File: src/rtl/frame_sync_if.sv
// frame_sync_if: serial bit stream in, retimed stream and sync status out.
// inv_flag exists only when FSYNC_INV_DETECT_EN is defined.
interface frame_sync_if;
    logic       bit_en;
    logic       bit_in;
    logic       restart;
    logic       bit_out;
    logic       bit_en_out;
    logic       sync_strobe;
    logic       frame_lock;
    logic [1:0] fs_state;
    logic [5:0] err_cnt;
`ifdef FSYNC_INV_DETECT_EN
    logic       inv_flag;

    modport master (
        output bit_en, bit_in, restart,
        input  bit_out, bit_en_out, sync_strobe,
        input  frame_lock, fs_state, err_cnt, inv_flag
    );

    modport slave (
        input  bit_en, bit_in, restart,
        output bit_out, bit_en_out, sync_strobe,
        output frame_lock, fs_state, err_cnt, inv_flag
    );
`else
    modport master (
        output bit_en, bit_in, restart,
        input  bit_out, bit_en_out, sync_strobe,
        input  frame_lock, fs_state, err_cnt
    );

    modport slave (
        input  bit_en, bit_in, restart,
        output bit_out, bit_en_out, sync_strobe,
        output frame_lock, fs_state, err_cnt
    );
`endif
endinterface

File: src/rtl/frame_sync.sv
// frame_sync: PCM frame synchronizer, masked 32-bit correlator with SEARCH/VERIFY/LOCK/FLYWHEEL.
// Define FSYNC_INV_DETECT_EN to add inverted-polarity sync detection and inv_flag.
module frame_sync #(
    parameter int FLEN_W = 16,
    parameter int CNT_W  = 4
) (
    input  logic              ck933,
    input  logic              rs,
    frame_sync_if.slave       bus,
    input  logic [31:0]       sync_pat,
    input  logic [31:0]       sync_mask,
    input  logic [FLEN_W-1:0] frame_len,
    input  logic [5:0]        search_tol,
    input  logic [5:0]        lock_tol,
    input  logic [CNT_W-1:0]  verify_cnt,
    input  logic [CNT_W-1:0]  flywheel_cnt
);

    typedef enum logic [1:0] {
        S_SEARCH = 2'd0,
        S_VERIFY = 2'd1,
        S_LOCK   = 2'd2,
        S_FLY    = 2'd3
    } state_t;

    localparam logic [FLEN_W-1:0] FMIN = FLEN_W'(33);

    state_t            state_q, state_d;
    logic [31:0]       sh_q, sh_d;
    logic [FLEN_W-1:0] bit_pos_q, bit_pos_d;
    logic [FLEN_W-1:0] flen_q;
    logic [CNT_W-1:0]  hits_q, hits_d;
    logic [CNT_W-1:0]  miss_q, miss_d;
    logic [5:0]        err_q, err_d;
    logic              bit_out_q, bit_out_d;
    logic              en_out_q, en_out_d;
    logic              strobe_q, strobe_d;
    logic              inv_q, inv_d;

    logic [FLEN_W-1:0] feff;
    logic [31:0]       sh_nx;
    logic [31:0]       corr;
    logic [5:0]        errs;
    logic              chk;
    logic              hit;
    logic              s_hit;
    logic              frc;
    logic [CNT_W:0]    hits_inc;
`ifdef FSYNC_INV_DETECT_EN
    logic [5:0]        errs_inv;
    logic              s_inv_hit;
`endif

    function automatic logic [5:0] popcnt(input logic [31:0] v);
        logic [5:0] n;
        n = '0;
        for (int i = 0; i < 32; i++) begin
            n = n + {5'd0, v[i]};
        end
        return n;
    endfunction

    // Correlator: decisions use the shift register including the current bit.
    always_comb begin
        feff     = (frame_len < FMIN) ? FMIN : frame_len;
        sh_nx    = {sh_q[30:0], bus.bit_in};
        corr     = inv_q ? ~sh_nx : sh_nx;
        errs     = popcnt((corr ^ sync_pat) & sync_mask);
        chk      = (bit_pos_q == (feff - FLEN_W'(1)));
        hit      = (errs <= lock_tol);
        s_hit    = (errs <= search_tol);
        frc      = bus.restart | (frame_len != flen_q);
        hits_inc = {1'b0, hits_q} + {{CNT_W{1'b0}}, 1'b1};
`ifdef FSYNC_INV_DETECT_EN
        errs_inv  = popcnt((~sh_nx ^ sync_pat) & sync_mask);
        s_inv_hit = (errs_inv <= search_tol);
`endif
    end

    always_ff @(posedge ck933) begin
        if (rs) begin
            state_q   <= S_SEARCH;
            sh_q      <= '0;
            bit_pos_q <= '0;
            flen_q    <= frame_len;
            hits_q    <= '0;
            miss_q    <= '0;
            err_q     <= '0;
            bit_out_q <= 1'b0;
            en_out_q  <= 1'b0;
            strobe_q  <= 1'b0;
            inv_q     <= 1'b0;
        end else begin
            state_q   <= state_d;
            sh_q      <= sh_d;
            bit_pos_q <= bit_pos_d;
            flen_q    <= frame_len;
            hits_q    <= hits_d;
            miss_q    <= miss_d;
            err_q     <= err_d;
            bit_out_q <= bit_out_d;
            en_out_q  <= en_out_d;
            strobe_q  <= strobe_d;
            inv_q     <= inv_d;
        end
    end

    always_comb begin
        state_d   = state_q;
        sh_d      = sh_q;
        bit_pos_d = bit_pos_q;
        hits_d    = hits_q;
        miss_d    = miss_q;
        err_d     = err_q;
        bit_out_d = bit_out_q;
        en_out_d  = bus.bit_en;
        strobe_d  = 1'b0;
        inv_d     = inv_q;

        if (bus.bit_en) begin
            sh_d      = sh_nx;
            bit_pos_d = chk ? '0 : bit_pos_q + FLEN_W'(1);
        end

        // Restart and frame-length changes win over the bit decision.
        if (frc) begin
            state_d   = S_SEARCH;
            bit_pos_d = '0;
            hits_d    = '0;
            miss_d    = '0;
            inv_d     = 1'b0;
        end else if (bus.bit_en) begin
            unique case (state_q)
                S_SEARCH: begin
                    err_d = errs;
                    if (s_hit) begin
                        state_d   = S_VERIFY;
                        hits_d    = CNT_W'(1);
                        bit_pos_d = '0;
                        strobe_d  = 1'b1;
                    end
`ifdef FSYNC_INV_DETECT_EN
                    else if (s_inv_hit) begin
                        state_d   = S_VERIFY;
                        hits_d    = CNT_W'(1);
                        bit_pos_d = '0;
                        strobe_d  = 1'b1;
                        inv_d     = 1'b1;
                        err_d     = errs_inv;
                    end
`endif
                end
                S_VERIFY: begin
                    if (chk) begin
                        err_d = errs;
                        if (hit) begin
                            hits_d   = hits_inc[CNT_W-1:0];
                            strobe_d = 1'b1;
                            if (hits_inc >= {1'b0, verify_cnt}) begin
                                state_d = S_LOCK;
                            end
                        end else begin
                            state_d = S_SEARCH;
                            hits_d  = '0;
                            inv_d   = 1'b0;
                        end
                    end
                end
                S_LOCK: begin
                    if (chk) begin
                        err_d    = errs;
                        strobe_d = 1'b1;
                        if (!hit) begin
                            state_d = S_FLY;
                            miss_d  = CNT_W'(1);
                        end
                    end
                end
                S_FLY: begin
                    if (chk) begin
                        err_d = errs;
                        if (hit) begin
                            state_d  = S_LOCK;
                            miss_d   = '0;
                            strobe_d = 1'b1;
                        end else if (miss_q >= flywheel_cnt) begin
                            state_d = S_SEARCH;
                            miss_d  = '0;
                            hits_d  = '0;
                            inv_d   = 1'b0;
                        end else begin
                            miss_d   = miss_q + CNT_W'(1);
                            strobe_d = 1'b1;
                        end
                    end
                end
            endcase
        end

        if (bus.bit_en) begin
            bit_out_d = bus.bit_in ^ inv_d;
        end
    end

    always_comb begin
        bus.bit_out     = bit_out_q;
        bus.bit_en_out  = en_out_q;
        bus.sync_strobe = strobe_q;
        bus.frame_lock  = (state_q == S_LOCK) || (state_q == S_FLY);
        bus.fs_state    = state_q;
        bus.err_cnt     = err_q;
`ifdef FSYNC_INV_DETECT_EN
        bus.inv_flag    = inv_q;
`endif
    end

endmodule

File: src/flat_wrapper.sv
// flat-port wrapper written by rule: the top's interface ports become plain ports
module frame_sync_flat 
#(
    parameter int FLEN_W = 16,
    parameter int CNT_W  = 4
)
  (ck933, rs, sync_pat, sync_mask, frame_len, search_tol, lock_tol, verify_cnt, flywheel_cnt, bus_bit_en, bus_bit_in, bus_restart, bus_bit_out, bus_bit_en_out, bus_sync_strobe, bus_frame_lock, bus_fs_state, bus_err_cnt);
  frame_sync_if bus_i ();
  input  logic ck933;
  input  logic rs;
  input  logic [31:0] sync_pat;
  input  logic [31:0] sync_mask;
  input  logic [FLEN_W-1:0] frame_len;
  input  logic [5:0] search_tol;
  input  logic [5:0] lock_tol;
  input  logic [CNT_W-1:0] verify_cnt;
  input  logic [CNT_W-1:0] flywheel_cnt;
  input wire logic [$bits(bus_i.bit_en)-1:0] bus_bit_en;
  input wire logic [$bits(bus_i.bit_in)-1:0] bus_bit_in;
  input wire logic [$bits(bus_i.restart)-1:0] bus_restart;
  output wire logic [$bits(bus_i.bit_out)-1:0] bus_bit_out;
  output wire logic [$bits(bus_i.bit_en_out)-1:0] bus_bit_en_out;
  output wire logic [$bits(bus_i.sync_strobe)-1:0] bus_sync_strobe;
  output wire logic [$bits(bus_i.frame_lock)-1:0] bus_frame_lock;
  output wire logic [$bits(bus_i.fs_state)-1:0] bus_fs_state;
  output wire logic [$bits(bus_i.err_cnt)-1:0] bus_err_cnt;
  assign bus_i.bit_en = bus_bit_en;
  assign bus_i.bit_in = bus_bit_in;
  assign bus_i.restart = bus_restart;
  assign bus_bit_out = bus_i.bit_out;
  assign bus_bit_en_out = bus_i.bit_en_out;
  assign bus_sync_strobe = bus_i.sync_strobe;
  assign bus_frame_lock = bus_i.frame_lock;
  assign bus_fs_state = bus_i.fs_state;
  assign bus_err_cnt = bus_i.err_cnt;
  frame_sync #(.FLEN_W(FLEN_W), .CNT_W(CNT_W)) u_core (.ck933(ck933), .rs(rs), .bus(bus_i), .sync_pat(sync_pat), .sync_mask(sync_mask), .frame_len(frame_len), .search_tol(search_tol), .lock_tol(lock_tol), .verify_cnt(verify_cnt), .flywheel_cnt(flywheel_cnt));
endmodule
File: config.mk
export PLATFORM = sky130hd
export DESIGN_NAME = frame_sync_flat
export DESIGN_NICKNAME = d
export VERILOG_FILES = /design/src/rtl/frame_sync_if.sv /design/src/rtl/frame_sync.sv /design/src/flat_wrapper.sv
export SDC_FILE = /design/constraint.sdc
export NUM_CORES = 1
export LEC_CHECK = 0
export CAP_MARGIN = 0
export CORE_MARGIN = 1
export CORE_UTILIZATION = 50
export CTS_CLUSTER_SIZE = 28
export DETAILED_ROUTE_END_ITERATION = 16
export HOLD_SLACK_MARGIN = 0.03
export PLACE_DENSITY = 0.77
export SETUP_SLACK_MARGIN = 0.15
export SLEW_MARGIN = 10
export SYNTH_ARGS = -nofsm -noshare
export SYNTH_HDL_FRONTEND = slang
export SYNTH_SLANG_ARGS = --single-unit
export TNS_END_PERCENT = 1
File: constraint.sdc
create_clock -name ck933 -period 27.5 [get_ports ck933]
set_input_delay 5.5 -clock ck933 [delete_from_list [all_inputs] [get_ports ck933]]
set_output_delay 5.5 -clock ck933 [all_outputs]
set_load 0.02 [all_outputs]
Word level (Yosys, flattened, before mapping)
Cells that the tools add are included.
{"block": "totals", "ff_bits": 83, "word_cells": 132}
{"block": "classes", "n_addsub": 35, "n_eq_ne": 15, "n_lt_le_gt_ge": 5, "bitwise": 7, "muxes": 48, "n_reduce_logical": 11}
{"operator": "adder 6 x 1 -> 6 bit", "n": 30}
{"operator": "two-way mux 16 bit", "n": 6}
{"operator": "two-way mux 4 bit", "n": 11}
{"operator": "bitwise AND 32 bit", "n": 1}
{"operator": "two-way mux 32 bit", "n": 1}
{"operator": "inverter 32 bit", "n": 1}
{"operator": "XOR 32 bit", "n": 1}
{"operator": "two-way mux 2 bit", "n": 9}
{"operator": "adder 16 x 1 -> 16 bit (second input constant)", "n": 1}
{"operator": "== test 16 bit", "n": 1}
{"operator": "< comparator 16 x 6 -> 1 bit (second input constant)", "n": 1}
{"operator": "inequality test 16 bit", "n": 1}
{"operator": "subtractor 16 x 1 -> 16 bit (second input constant)", "n": 1}
{"operator": "two-way mux 1 bit", "n": 14}
{"operator": "less-or-equal comparator 6 bit", "n": 2}
{"operator": "inequality test 2 x 1 -> 1 bit (second input constant)", "n": 6}
{"operator": "one-hot mux 4 bit (3 select lines)", "n": 1}
{"operator": "one-hot mux 6 bit (2 select lines)", "n": 1}
{"operator": "one-hot mux 2 bit (4 select lines)", "n": 1}
{"operator": "one-hot mux 4 bit (2 select lines)", "n": 1}
{"operator": "AND reduction 8 bit", "n": 1}
{"operator": "AND reduction 7 bit", "n": 1}
{"operator": "two-way mux 6 bit", "n": 1}
{"operator": "OR reduction 3 bit", "n": 2}
{"operator": "22 further kinds", "n": 25}

Depth between registers and ports, before layout
{"block": "depth", "ltp_word": 42, "mapped_depth": 31, "depth_no_buf": 28}

Least setup slack after synthesis
Ideal clock, no wire load.
{"block": "synth_path", "kind": "input to register", "from": "in sync_pat[0]", "to": "reg u_core.bit_out_q (netlist: u_core.bus.bit_out)", "arrival_ns": 12.443, "stages": 29, "setup_slack_ns": 14.940, "path_buffers": 1, "cell_sequence": "xnor2_1 xnor2_1 and2_1 ha_1 inv_1 fa_1 fa_1 fa_1 fa_1 fa_1 inv_1 fa_1 fa_1 inv_1 fa_1 inv_1 a21o_1 a21oi_1 xnor2_1 ha_1 and3_1 o21ai_0 a31oi_1 o21a_1 clkbuf_1 nand3b_1 or4_1 mux2i_1 nand2_1"}
{"block": "synth_between", "elab_chain_cells": 40, "word_cells_on_any_way": 42}
{"item": "start, declared", "line_no": "flat_wrapper.sv:11", "rtl": "input logic [31:0] sync_pat;"}
{"item": "XOR 32 bit *", "line_no": "frame_sync.sv:68", "rtl": "errs = popcnt((corr ^ sync_pat) & sync_mask);"}
{"item": "bitwise AND 32 bit *", "line_no": "frame_sync.sv:68"}
{"item": "adder 1 x 1 -> 2 bit *", "line_no": "frame_sync.sv:58", "rtl": "n = n + {5'd0, v[i]};"}
{"item": "adder 6 x 1 -> 6 bit * (30 in series)", "line_no": "frame_sync.sv:58"}
{"item": "named net u_core.errs[4]", "line_no": "frame_sync.sv:43", "rtl": "logic [5:0] errs;"}
{"item": "less-or-equal comparator 6 bit *", "line_no": "frame_sync.sv:70", "rtl": "hit = (errs <= lock_tol);"}
{"item": "two-way mux 1 bit, on equally long branches", "line_no": "frame_sync.sv:182, frame_sync.sv:156"}
{"item": "two-way mux 1 bit, on equally long branches", "line_no": "frame_sync.sv:180, frame_sync.sv:154"}
{"item": "one-hot mux 1 bit (2 select lines) *", "line_no": "frame_sync.sv:133", "rtl": "unique case (state_q)"}
{"item": "two-way mux 1 bit *", "line_no": "frame_sync.sv:132", "rtl": "end else if (bus.bit_en) begin"}
{"item": "two-way mux 1 bit *", "line_no": "frame_sync.sv:126", "rtl": "if (frc) begin"}
{"item": "XOR 1 bit *", "line_no": "frame_sync.sv:201", "rtl": "bit_out_d = bus.bit_in ^ inv_d;"}
{"item": "end signal, assigned", "line_no": "frame_sync.sv:101", "rtl": "bit_out_q <= bit_out_d;"}
{"item": "end, declared", "line_no": "frame_sync.sv:35", "rtl": "logic bit_out_q, bit_out_d;"}
The timed path passes the listed nets; every way through them passes the cells marked *.
A chain may end at the register's enable or synchronous reset.

Worst setup path after layout
{"block": "layout_path", "from": "in sync_pat[0]", "to": "reg u_core.hits_q[0]"}
{"block": "layout_between", "elab_chain_cells": 37, "word_cells_on_any_way": 41}
{"item": "XOR 32 bit *", "line_no": "frame_sync.sv:68"}
{"item": "bitwise AND 32 bit *", "line_no": "frame_sync.sv:68"}
{"item": "adder 1 x 1 -> 2 bit *", "line_no": "frame_sync.sv:58"}
{"item": "adder 6 x 1 -> 6 bit * (30 in series)", "line_no": "frame_sync.sv:58"}
{"item": "named net u_core.errs[4]", "line_no": "frame_sync.sv:43"}
{"item": "less-or-equal comparator 6 bit", "line_no": "frame_sync.sv:70"}
{"item": "two-way mux 4 bit", "line_no": "frame_sync.sv:156", "rtl": "if (hit) begin"}
{"item": "two-way mux 4 bit", "line_no": "frame_sync.sv:154", "rtl": "if (chk) begin"}
{"item": "one-hot mux 4 bit (3 select lines)", "line_no": "frame_sync.sv:133"}
{"item": "end signal, assigned", "line_no": "frame_sync.sv:98", "rtl": "hits_q <= hits_d;"}
{"item": "end, declared", "line_no": "frame_sync.sv:32", "rtl": "logic [CNT_W-1:0] hits_q, hits_d;"}
The timed path passes the listed nets; every way through them passes the cells marked *. The select of a mux whose other input is x is not followed.

==> flow_summary.toml <==
[floorplanning]
initial_core_util = 0.514
core.rowCount = 40
die_w_um = 113
die_h_um = 113
coreArea_um2 = 12000
die-area_um2 = 12800
ios = 117

[synthesis]
synth_cell_type_count = 65
synth_edf_count = 0
synth.avg_cell_area_um2 = 8.63
synth_seq_cells = 83
synthCells = 715
ys_seq_area_frac = 0.269
synthFlopType = "dfxtp_1"
syn_area_um2 = 6170
async_flop_share = 0
yosysWarnings = 0
syn-num-nets = 876

[clock_network]
cts_buffers = 9
cts_resized = 0
clock_latency_ns = 0.35
clock_sinks = 83
cts_max_level = 3
holdBufCountCts = 0
post_cts_buffers = 0
clock_path_buffers = 2
cts_tree = "done"
cts_root_buf = "clkbuf_16"
clk_pin_slew_ns = 0.06

[grt]
grt_first_pass_wirelength_um = 25800
track_usage = 0.255
grt_antenna_before_repair = 0
grt-ovfl-total = 0
grt_pass1_vias = 5493
grt_max_degree = 42

[min_path]
hold_start = "u_core.bus.err_cnt[2]$_SDFFE_PP0P_"
hold_depth = 2
worst_hold_path_type = "flip-flop to flip-flop"
min_to = "u_core.bus.err_cnt[2]$_SDFFE_PP0P_"

[worst_setup_path]
worstPathRequired_ns = 27.69
worst_path_dominant_cell_family = "adder cells"
path_class = "primary input to flip-flop"
slowest_delay_ns = 0.67
r2r_end = "u_core.hits_q[0]$_SDFFE_PP0P_"
cpMaxStageDelayCell = "or4b_2"
start_kind = "primary input"
rrSetupSlack_ns = 18.88
reg2reg_from = "u_core.inv_q$_SDFF_PP0_"
crit_path_frequent_cell = "fa_1"
path_max_fanout = 4
worst-r2r-cell-count = 28
endpoint_kind = "flip-flop"
worstPathArrival_ns = 13.33
crit_buf_inv = 5

[layout]
layout-drive-gt1-share = 0.0441
area_growth_pct = 24.8
layout_common_cells = "clkdlybuf4s50_1, dfxtp_1, xnor2_1"
final_common_cell = "clkdlybuf4s50_1"
antenna_cells = 0
nets = 973

[timing]
slew-limit-headroom = 0.287
tightest_slew_ns = 1.06
holdWs_ns = 0.480
slew_violations = 0
hold_viol_final = 0
clock_skew_ns = 0.00764
finalSetupViolations = 0
fin_crit_sh = 0.478
tns_ns = 0
min_period_ns = 13.14
fmaxAchievable_mhz = 76.1
grt_setup_unrepaired = "no"

[power]
cellLeakagePower_nw = 3.03
power.total_uw = 533
powerDensity_nw_per_um2 = 69.2
ir_drop_uv = 50.8

[route]
ant_nets = 0
wl_per_cell_um = 16.0
routed_wl_um = 15400
dr_total_vias = 5415
drt_pre_antenna_iters = 4
vias_per_cell = 5.62
route.detailed.drc = 0
first_iter_violations = 344

[job]
maxCapViolCount = 0

[run_status]
status = "finished clean"

[placement]
hpwl_um = 12000
place.gp.congestion = 0.881
portBuffers = 116
[routing by layer]
metal,up-vias,routed length [um],track usage
met3,26,770,0.0412
li1,2666,-,-
met4,0,399,0.120
met2,161,7370,0.427
met5,-,0,0
met1,2562,6880,0.321
[kinds of logic (layout without fill, tap and decap cells)]
group	after synthesis	in the layout	synth area share
adder cells (fa/ha/maj)	56	56	0.143
multiplexers	38	38	0.0623
AND/OR/NAND/NOR	239	239	0.203
XOR/XNOR	109	109	0.155
flip-flops	83	83	0.269
buffers and inverters	87	189	0.0546
AO/OA/AOI/OAI	103	103	0.113
[through the flow]
stage / worst slack [ns] / util / area [um^2] / cells
4_1_cts: 14.37 / 0.641 / 7700 / 964
6_report: 14.36 / 0.641 / 7700 / 964
2_1_floorplan: 14.94 / - / 6170 / 715
3_3_place_gp: 14.22 / 0.616 / 7390 / 948
3_5_place_dp: 14.04 / 0.616 / 7390 / 948
5_1_grt: 13.97 / 0.641 / 7700 / 964
[sequential cells by signal, indices dropped and copies added (netlist names), named ones only]
register,flops
u_core.hits_q,4
u_core.bus.bit_en_out,1
u_core.bus.bit_out,1
u_core.flen_q,16
u_core.bus.err_cnt,6
u_core.bus.fs_state,1
u_core.sh_q,31
u_core.bus.sync_strobe,1
u_core.miss_q,4
u_core.bit_pos_q,16
u_core.inv_q,1
[power by group]
group	total [mW]	switching [mW]	internal (mW)
combinational	0.287	0.160	0.127
clock	0.124	0.0484	0.0751
sequential	0.123	0.000728	0.122
total	0.533	0.209	0.324
[final cells by class]
cell class	count	area [um^2]
clock buffers	12	256
clock inverters	4	48.8
fillers	1019	4310
inverters	55	206
multi-input cells	545	4170
flip-flops and latches	83	1660
well taps	147	184
repair buffers	118	1170
[synth_stat cells (3+ instances only)]
cell type  number  area share
dfxtp_1        83        0.27
xnor2_1        78        0.11
inv_1          55       0.033
nand2_1        53       0.032
nor2_1         46       0.028
mux2i_1        35       0.057
ha_1           32       0.065
xor2_1         31       0.044
clkbuf_1       29       0.018
nor3_1         27       0.022
a21oi_1        26       0.021
fa_1           24       0.078
nand3_1        22       0.018
o21ai_0        21       0.017
nor4_1         13       0.013
nand4_1        11       0.011
and2_1         10       0.010
nor2b_1        10       0.010
o21a_1         10       0.012
and3_1          9      0.0091
or4_1           7      0.0085
nand3b_1        6      0.0073
a21o_1          5      0.0061
a31oi_1         5      0.0051
nor3b_1         4      0.0049
o31ai_1         4      0.0049
or2_2           4      0.0041
o2111ai_1       3      0.0043
[worst register-to-register path, delay by kind of cell (launching register included)]
family,cells,cell delay [ns]
adder cells (fa/ha/maj),10,4.34
AND/OR/NAND/NOR,5,1.28
AO/OA/AOI/OAI,6,1.07
flip-flops,1,0.98
XOR/XNOR,3,0.54
buffers and inverters,4,0.25
[worst max-delay path by stage]
stage                      from                              end  cells past startpoint
floorplan           sync_pat[0]  u_core.bus.bit_out$_SDFFE_PP0P_                     29
global placement    sync_pat[0]    u_core.hits_q[0]$_SDFFE_PP0P_                     29
detailed placement  sync_pat[0]    u_core.hits_q[0]$_SDFFE_PP0P_                     29
CTS                 sync_pat[0]    u_core.hits_q[0]$_SDFFE_PP0P_                     29
global route        sync_pat[0]    u_core.hits_q[0]$_SDFFE_PP0P_                     29
finish              sync_pat[0]    u_core.hits_q[0]$_SDFFE_PP0P_                     29
Power figures use the tool's default switching activity.
